==> src/rtl/sva_mon_pkg.sv <==
// Shared types and helpers for the implication monitor: consequent edge modes,
// the delay limit and a saturating adder for the pass/fail counters.
package sva_mon_pkg;

  typedef enum logic [1:0] {
    EM_ROSE    = 2'd0,
    EM_FELL    = 2'd1,
    EM_STABLE  = 2'd2,
    EM_CHANGED = 2'd3
  } edge_mode_e;

  localparam int MAX_DELAY = 8;

  // The sum is clamped to 2**w-1 (w <= 32), so the counters never wrap.
  function automatic logic [31:0] sat_add(input logic [31:0] a,
                                          input logic [31:0] b,
                                          input int unsigned w);
    logic [32:0] sum;
    logic [32:0] lim;
    sum = {1'b0, a} + {1'b0, b};
    lim = (33'd1 << w) - 33'd1;
    return (sum > lim) ? lim[31:0] : sum[31:0];
  endfunction

endpackage

==> src/rtl/sampled_value_unit.sv <==
// One lane's sampled-value history: past value of sig, the edge flags of the
// current sampling edge, the selected f() result and the registered flags.
module sampled_value_unit
  import sva_mon_pkg::*;
#(
  parameter bit PAST_INIT = 1'b0
) (
  input  logic       clk,
  input  logic       rst,
  input  logic       en,
  input  edge_mode_e mode_i,
  input  logic       sig_i,
  output logic       match_now_o,
  output logic       rose_o,
  output logic       fell_o,
  output logic       stable_o
);

  logic past_q, past_d;
  logic rose_q, rose_d;
  logic fell_q, fell_d;
  logic stable_q, stable_d;
  logic rose_now, fell_now, stable_now;

  // Flags of the edge being sampled right now, from the settled sig_i.
  assign rose_now   = ~past_q & sig_i;
  assign fell_now   = past_q & ~sig_i;
  assign stable_now = past_q ~^ sig_i;

  always_comb begin
    match_now_o = 1'b0;
    case (mode_i)
      EM_ROSE:    match_now_o = rose_now;
      EM_FELL:    match_now_o = fell_now;
      EM_STABLE:  match_now_o = stable_now;
      EM_CHANGED: match_now_o = ~stable_now;
      default:    match_now_o = 1'b0;
    endcase
  end

  always_comb begin
    past_d   = past_q;
    rose_d   = rose_q;
    fell_d   = fell_q;
    stable_d = stable_q;
    if (en) begin
      past_d   = sig_i;
      rose_d   = rose_now;
      fell_d   = fell_now;
      stable_d = stable_now;
    end
  end

  always_ff @(posedge clk or posedge rst) begin
    if (rst) begin
      past_q   <= PAST_INIT;
      rose_q   <= 1'b0;
      fell_q   <= 1'b0;
      stable_q <= 1'b0;
    end else begin
      past_q   <= past_d;
      rose_q   <= rose_d;
      fell_q   <= fell_d;
      stable_q <= stable_d;
    end
  end

  assign rose_o   = rose_q;
  assign fell_o   = fell_q;
  assign stable_o = stable_q;

endmodule

==> src/rtl/sva_implication_monitor.sv <==
// Golden model of "ante |-> ##DELAY f(sig)": per-lane attempt pipes, registered
// pass/fail pulses and saturating totals across all lanes.
module sva_implication_monitor
  import sva_mon_pkg::*;
#(
  parameter int LANES     = 1,
  parameter int DELAY     = 1,
  parameter int CNT_W     = 16,
  parameter int PAST_INIT = 0
) (
  input  logic             clk,
  input  logic             rst,
  input  logic             en,
  input  logic             disable_i,
  input  edge_mode_e       mode_i,
  input  logic [LANES-1:0] ante_i,
  input  logic [LANES-1:0] sig_i,
  output logic [LANES-1:0] rose_o,
  output logic [LANES-1:0] fell_o,
  output logic [LANES-1:0] stable_o,
  output logic [LANES-1:0] pass_o,
  output logic [LANES-1:0] fail_o,
  output logic [LANES-1:0] pending_o,
  output logic [CNT_W-1:0] pass_cnt_o,
  output logic [CNT_W-1:0] fail_cnt_o
);

  logic [LANES-1:0] match_now;
  logic [LANES-1:0] done;
  logic [LANES-1:0] pend;
  logic [LANES-1:0] pass_q, pass_d;
  logic [LANES-1:0] fail_q, fail_d;
  logic [CNT_W-1:0] pass_cnt_q, pass_cnt_d;
  logic [CNT_W-1:0] fail_cnt_q, fail_cnt_d;
  logic [31:0]      pass_inc, fail_inc;

  for (genvar l = 0; l < LANES; l++) begin : g_lane
    sampled_value_unit #(
      .PAST_INIT(PAST_INIT != 0)
    ) u_svu (
      .clk        (clk),
      .rst        (rst),
      .en         (en),
      .mode_i     (mode_i),
      .sig_i      (sig_i[l]),
      .match_now_o(match_now[l]),
      .rose_o     (rose_o[l]),
      .fell_o     (fell_o[l]),
      .stable_o   (stable_o[l])
    );

    if (DELAY == 0) begin : g_overlap
      // Overlapping implication: the attempt completes on its own edge.
      assign done[l] = ante_i[l];
      assign pend[l] = 1'b0;
    end else begin : g_pipe
      // Bit i holds an antecedent captured i+1 sampling edges ago.
      logic [DELAY-1:0] pipe_q, pipe_d;

      always_comb begin
        pipe_d = pipe_q;
        if (en) begin
          pipe_d = disable_i ? '0 : ((pipe_q << 1) | DELAY'(ante_i[l]));
        end
      end

      always_ff @(posedge clk or posedge rst) begin
        if (rst) pipe_q <= '0;
        else     pipe_q <= pipe_d;
      end

      assign done[l] = pipe_q[DELAY-1];
      assign pend[l] = |pipe_q;
    end
  end

  // Completions are suppressed on disabled edges; non-sampling edges clear pulses.
  always_comb begin
    pass_d = '0;
    fail_d = '0;
    if (en && !disable_i) begin
      pass_d = done & match_now;
      fail_d = done & ~match_now;
    end
    pass_inc = '0;
    fail_inc = '0;
    for (int l = 0; l < LANES; l++) begin
      pass_inc = pass_inc + 32'(pass_d[l]);
      fail_inc = fail_inc + 32'(fail_d[l]);
    end
    pass_cnt_d = CNT_W'(sat_add(32'(pass_cnt_q), pass_inc, CNT_W));
    fail_cnt_d = CNT_W'(sat_add(32'(fail_cnt_q), fail_inc, CNT_W));
  end

  always_ff @(posedge clk or posedge rst) begin
    if (rst) begin
      pass_q     <= '0;
      fail_q     <= '0;
      pass_cnt_q <= '0;
      fail_cnt_q <= '0;
    end else begin
      pass_q     <= pass_d;
      fail_q     <= fail_d;
      pass_cnt_q <= pass_cnt_d;
      fail_cnt_q <= fail_cnt_d;
    end
  end

  assign pass_o     = pass_q;
  assign fail_o     = fail_q;
  assign pending_o  = pend;
  assign pass_cnt_o = pass_cnt_q;
  assign fail_cnt_o = fail_cnt_q;

endmodule
==> config.mk <==
export PLATFORM = sky130hd
export DESIGN_NAME = sva_implication_monitor
export DESIGN_NICKNAME = d
export VERILOG_FILES = /design/src/rtl/sva_mon_pkg.sv /design/src/rtl/sampled_value_unit.sv /design/src/rtl/sva_implication_monitor.sv
export SDC_FILE = /design/constraint.sdc
export NUM_CORES = 1
export LEC_CHECK = 0
export ABC_AREA = 0
export BUFFER_PORTS_ARGS = -buffer_cell sky130_fd_sc_hd__buf_2
export CAP_MARGIN = 25
export CORE_UTILIZATION = 31
export DETAILED_ROUTE_END_ITERATION = 10
export GPL_TIMING_DRIVEN = 0
export HOLD_SLACK_MARGIN = 0.1
export SYNTH_ARGS = -nofsm -noshare
export SYNTH_HDL_FRONTEND = slang
export SYNTH_SLANG_ARGS = --single-unit
==> constraint.sdc <==
create_clock -name clk -period 3.7 [get_ports clk]
set_input_delay 0 -clock clk [delete_from_list [all_inputs] [get_ports clk]]
set_output_delay 0 -clock clk [all_outputs]
set_load 0.02 [all_outputs]
* After elaboration in Yosys (flattened, before gate mapping)
Index checks and enable logic that the tools add are counted.
** Storage, ports and cells
- Flip-flop bits (word level) :: 39
- Bits in latches :: 0
- RAM bits :: 0
- Memory bits (read-only) :: 0
- Bits of input ports :: 8
- Logic and storage cells :: 34
- Memories :: 0
** Cells by class
- Add/subtract/negate cells :: 2
- Multipliers :: 0
- Div/mod/pow operators :: 0
- $lt $le $gt $ge :: 2
- Eq/ne operators :: 3
- Shifts and indexed selects :: 0
- Mux-type cells :: 6
- Bitwise gates (word level) :: 9
- Reduce and logical (&&, ||, !) cells :: 3
** Operators by type and width (number)
- 16-bit by 1-bit adder with 17-bit output :: 2
- 17-bit by 16-bit > comparator with 1-bit output, second input constant :: 2
- 16-bit two-way mux :: 2
- 1-bit AND :: 4
- 2-bit equality test, second input constant :: 2
- 1-bit inverter :: 4
- 1-bit one-hot mux with 4 select lines :: 1
- 1-bit two-way mux :: 3
- 2-bit by 1-bit equality test with 1-bit output, second input constant :: 1
- 2-bit zero test :: 1
- 1-bit logical AND :: 1
- 1-bit zero test :: 1
- 1-bit bitwise XNOR :: 1

* Longest topological paths before layout
- Depth after elaboration :: 9
- Gate-level depth with buffers :: 11
- Gate-level depth less buffers :: 10

* Hierarchy
From an unflattened synthesis, not the netlist that was laid out.
** Unflattened totals
- Cells, all modules :: 192
- Area, all modules :: 1996.9 um2
** By module, submodules not included
- sva_implication_monitor :: times used 1, cells an instance 175, area an instance 1789.2 um2, sequential area each 875.8 um2
- sampled_value_unit :: times used 1, cells an instance 17, area an instance 207.7 um2, sequential area each 100.1 um2

* Least setup slack after synthesis
OpenSTA, ideal clock, no wires.
- Kind :: register to register
- Start :: reg g_lane[0].u_svu.past_q
- End :: reg fail_cnt_q[7] (netlist: fail_cnt_o[7])
- Library setup time :: 83 ps
- Arrival :: 2539 ps
- Slack :: 1079 ps
- Cell stages (with the launch flop) :: 11
- Path buffers :: 1
- Path through :: dfrtp_1 > ha_1 > and2_1 > a211o_1 > a21oi_1 > ha_1 > ha_1 > nand3_2 > or4_4 > buf_6 > o21ai_0
** On the way
- Longest elaborated chain between the ends :: 9
- Elaborated cells on any way between the ends :: 12
- Those cells by class :: 1 x add/sub; 1 x order compare; 3 x mux; 7 x bitwise
** Ends and longest elaborated chain
- start: declaration :: line sampled_value_unit.sv:19 : logic past_q, past_d;
- start signal: assignment :: line sampled_value_unit.sv:61 : past_q <= past_d;
- 1-bit bitwise XNOR (*) :: line sampled_value_unit.sv:28 : assign stable_now = past_q ~^ sig_i;
- net g_lane[0].u_svu.stable_now :: line sampled_value_unit.sv:23 : logic rose_now, fell_now, stable_now;
- 1-bit inverter :: line sampled_value_unit.sv:36 : EM_CHANGED: match_now_o = ~stable_now;
- 1-bit one-hot mux with 4 select lines (*) :: line sampled_value_unit.sv:32 : case (mode_i)
- 1-bit inverter (*) :: line sva_implication_monitor.sv:83 : fail_d = done & ~match_now;
- 1-bit AND (*) :: line sva_implication_monitor.sv:83
- 1-bit two-way mux (*) :: line sva_implication_monitor.sv:81 : if (en && !disable_i) begin
- net fail_d :: line sva_implication_monitor.sv:32 : logic [LANES-1:0] fail_q, fail_d;
- 16-bit by 1-bit adder with 17-bit output (*) :: line sva_mon_pkg.sv:20 : sum = {1'b0, a} + {1'b0, b};
- 17-bit by 16-bit > comparator with 1-bit output :: line sva_mon_pkg.sv:22 : return (sum > lim) ? lim[31:0] : sum[31:0];
- 16-bit two-way mux (*) :: line sva_mon_pkg.sv:22
- net fail_cnt_d[7] :: line sva_implication_monitor.sv:34 : logic [CNT_W-1:0] fail_cnt_q, fail_cnt_d;
- end signal: assignment :: line sva_implication_monitor.sv:105 : fail_cnt_q <= fail_cnt_d;
- end: declaration :: line sva_implication_monitor.sv:34
The timed path passes the listed nets; every way through them passes the cells marked *.
A chain may end at the register's enable or synchronous reset.

* Final worst setup path
- Start :: in sig_i
- End :: reg fail_cnt_q[7] (netlist: fail_cnt_o[7])
** On the way
- Longest elaborated chain between the ends :: 9
- Elaborated cells on any way between the ends :: 12
- Those cells by class :: 1 x add/sub; 1 x order compare; 3 x mux; 7 x bitwise
** Ends and longest elaborated chain
- start: declaration :: line sva_implication_monitor.sv:17 : input logic [LANES-1:0] sig_i,
- 1-bit bitwise XNOR (*) :: line sampled_value_unit.sv:28
- net g_lane[0].u_svu.stable_now :: line sampled_value_unit.sv:23
- 1-bit inverter :: line sampled_value_unit.sv:36
- 1-bit one-hot mux with 4 select lines (*) :: line sampled_value_unit.sv:32
- 1-bit inverter (*) :: line sva_implication_monitor.sv:83
- 1-bit AND (*) :: line sva_implication_monitor.sv:83
- 1-bit two-way mux (*) :: line sva_implication_monitor.sv:81
- net fail_d :: line sva_implication_monitor.sv:32
- 16-bit by 1-bit adder with 17-bit output (*) :: line sva_mon_pkg.sv:20
- 17-bit by 16-bit > comparator with 1-bit output :: line sva_mon_pkg.sv:22
- 16-bit two-way mux (*) :: line sva_mon_pkg.sv:22
- net fail_cnt_d[7] :: line sva_implication_monitor.sv:34
Marks and branches as above.

==> impl_metrics.csv <==
group,metric,value,unit
outcome,outcome,"finished clean",
pwr,vdd_ir_drop_max,0.192,mV
synth,synth_cells,186,
setup_path,r2r-end,"fail_cnt_o[7]",
cts,clock_tree.htree_level_count,2,
pwr,power_frac_clock,28.9,%
detailed_routing,wire_per_inst,13.1,µm
sta,worst_pin_slew,0.840,ns
cts,numCtsBuffers,5,
detailed_routing,route.detailed.drc,0,
setup_path,cp-start-kind,"primary input",
sta,setup_viol,0,
placed_design,hpwl,2.79,mm
setup_path,rr_startpoint,"g_lane[0].u_svu.past_q",
sta,slew_headroom,44.0,%
layout,layout_commonest_cell,"buf_2",
setup_path,crit_buf_inv,4,
synth,yosysWarnings,0,
floorplan,die_area,6620,µm²
grt,overflow,0,
synth,synth_edf_count,0,
setup_path,path_cells,"dlygate4sd3_1 -> buf_2 -> inv_1 -> ha_1 -> and2_1 -> a211o_1 -> a21oi_1 -> ha_1 -> ha_1 -> nand3_2 -> or4_4 -> buf_6 -> o21ai_0",
synth,yosysSeqAreaShare,50.0,%
grt,grt_pass1_vias,1444,
worst_hold_path,hold_path_class,"primary input to register",
pwr,power_frac_seq,54.8,%
setup_path,path_class,"primary input to register",
setup_path,cpPeakStageDelay,0.62,ns
synth,ys_ff_latch,39,
setup_path,worst_path_most_repeated_cell,"ha_1",
setup_path,cp-end-kind,"register",
sta,worst_slack,0.739,ns
synth,synth_nets,200,
setup_path,cp_slowest_cell,"or4_4",
pwr,fin_total_pwr,0.905,mW
cts,cts_setup_buffers,0,
cts,clkTransAtPathRegs,0.07,ns
pwr,power_density,374,nW/µm²
layout,diodes,0,
layout,fin_util,40.4,%
grt,grtUsageTotal,13.4,%
setup_path,rr_worst_depth,10,
cts,cts-resized-gates,0,
synth,yosysTopAreaCell,"dfrtp_1",
grt,grt_pass1_wl,6.76,mm
cts,clk_path_buf_depth,2,
layout,regArea,976,µm²
detailed_routing,viasPerCell,5.17,
pwr,p_leak,1.22,nW
detailed_routing,ant_nets,0,
detailed_routing,firstDrtPassIters,5,
sta,fin_skew,0.00712,ns
floorplan,die_width,81.4,µm
synth,synth_area_leaders,"dfrtp_1, nand3_1, mux2_2",
detailed_routing,routed_wl,4.17,mm
grt,grt_max_degree,40,
pwr,combPwrFrac,16.3,%
cts,cts_tree,"yes",
synth,synth_cell_type_count,35,
layout,mostFrequentLayoutCells,"buf_2, dfrtp_1, nand3_1",
layout,layout-drive-gt1-share,27.0,%
placed_design,gp_congestion,0.758,
floorplan,initial_core_util,32.6,%
job,cap_violations,0,
floorplan,design.core.area,5990,µm²
cts,hold_buffers,8,
synth,synth_ff_type,"dfrtp_1",
pwr,power.switching,0.257,mW
setup_path,cp_data_required_time,3.89,ns
synth,synth_top_cell_area_share,50.0,%
layout,syn_to_final_growth,23.9,%
setup_path,critPathArrivalTime,3.16,ns
synth,syn_area,1950,µm²
floorplan,num_rows,28,
layout,fillers,614,
cts,clkSinkCount,39,
placed_design,placed_cells,305,
grt,antenna_found_initial,0,
layout,layout.cells.non_filler,319,
layout,multi_input_area,903,µm²
sta,hold_viol_final,0,
synth,synth_area_per_cell,10.5,µm²
worst_hold_path,min_from,"mode_i[0]",
setup_path,crit_family,"simple AND/OR/NAND/NOR gates",
worst_hold_path,min_to,"pass_o",
sta,min_period,2.96,ns
cts,worstSkewPairLatency,0.29,ns
sta,fmax,338,MHz
placed_design,post-place-ws,0.768,ns
detailed_routing,via_count,1650,
synth,synthArstFlopShare,100,%
detailed_routing,drt_iter0_drc,81,
setup_path,r2r_slack,0.75,ns
cts,clockRootBuffer,"clkbuf_8",
setup_path,crit_path_max_fanout,10,
placed_design,io_buffers,44,
sta,slew_viol_final,0,
layout,fin_nets,259,
sta,setup_tns,0,ns
worst_hold_path,hold_depth,3,
sta,fin_crit_sh,80.0,%
sta,grt_setup_unrepaired,"no",
floorplan,die_y,81.4,µm
floorplan,ios,46,
pwr,p_int,0.648,mW
pwr,p_sw_share,28.4,%
==> per-layer routing <==
layer / share of wire (%) / wire [µm] / track usage (%)
met3: 4.4 / 183 / 3.37
met2: 46 / 1930 / 20.5
met5: 0 / 0 / 0
met4: 0.96 / 40 / 5.36
met1: 48 / 2020 / 17.9
==> cell type report <==
| class | count | share of cell area, % |
|---|---|---|
| tap | 75 | 3.88 |
| inverter | 9 | 1.40 |
| sequential | 39 | 40.3 |
| multi-input combinational | 132 | 37.3 |
| clock buffer | 6 | 3.00 |
| timing repair buffer | 52 | 12.4 |
| buffer | 6 | 1.65 |
==> cells in the mapped netlist (4+ instances only) <==
cell      number
inv_1          9
nor4_1         4
nand2_1       12
nand3_1       19
nand2b_1       7
ha_1           6
dfrtp_1       39
o21ai_0       13
o31ai_1        6
mux2_2         7
or3_1          4
nand4_1        8
or4_1          9
==> worst max-delay path by stage <==
stage | cells after the start | slack (ns) | from | to
floorplan | 10 | 1.08 | g_lane[0].u_svu.past_q | fail_cnt_o[7]
global placement | 10 | 0.80 | g_lane[0].u_svu.past_q | fail_cnt_o[7]
detailed placement | 10 | 0.77 | g_lane[0].u_svu.past_q | fail_cnt_o[7]
CTS | 13 | 0.74 | sig_i | fail_cnt_o[7]
global route | 13 | 0.52 | sig_i | fail_cnt_o[7]
finish | 13 | 0.74 | sig_i | fail_cnt_o[7]
==> flip-flops by register name, indices dropped and copies added, names as in the netlist <==
| signal | count |
|---|---|
| fail_cnt_o | 16 |
| pass_cnt_o | 16 |
| fail_o | 1 |
| g_lane.u_svu.fell_o | 1 |
| g_lane.u_svu.past_q | 1 |
| g_lane.u_svu.rose_o | 1 |
| g_lane.u_svu.stable_o | 1 |
| pass_o | 1 |
| pending_o | 1 |
==> worst register-to-register path: stages (launching register included) <==
cell	delay [ns]
dfrtp_1	0.39
ha_1	0.28
and2_1	0.16
a211o_1	0.27
a21oi_1	0.21
ha_1	0.26
ha_1	0.24
nand3_2	0.18
or4_4	0.63
buf_6	0.17
o21ai_0	0.09
==> logic make-up (layout without fill, tap and decap cells) <==
logic type / after synthesis / in the layout / synth area share (%)
AOI/OAI and AO/OA: 31 / 31 / 10.1
xor gates and xnor gates: 4 / 4 / 1.79
buffers and inverters: 15 / 73 / 3.78
and+or+nand+nor: 83 / 83 / 26.0
DFF: 39 / 39 / 50.0
adders and majority gates: 6 / 6 / 3.84
muxes: 8 / 8 / 4.55
==> power by group through the flow <==
stage,Sequential [mW],Clock [mW],Combinational [mW]
2_1_floorplan,0.543,0,0.0494
3_3_place_gp,0.503,0,0.142
3_5_place_dp,0.505,0,0.142
4_1_cts,0.497,0.278,0.150
5_1_grt,0.504,0.291,0.167
6_report,0.496,0.262,0.147
==> through the flow <==
| stage | hold slack, ns | cell area [µm²] |
|---|---|---|
| detailed placement | 0.227 | 2270 |
| CTS | 0.107 | 2420 |
| global placement | 0.244 | 2270 |
| finish | 0.127 | 2420 |
| floorplan | 0.117 | 1950 |
| global route | 0.137 | 2420 |
Power figures use the tool's default switching activity.
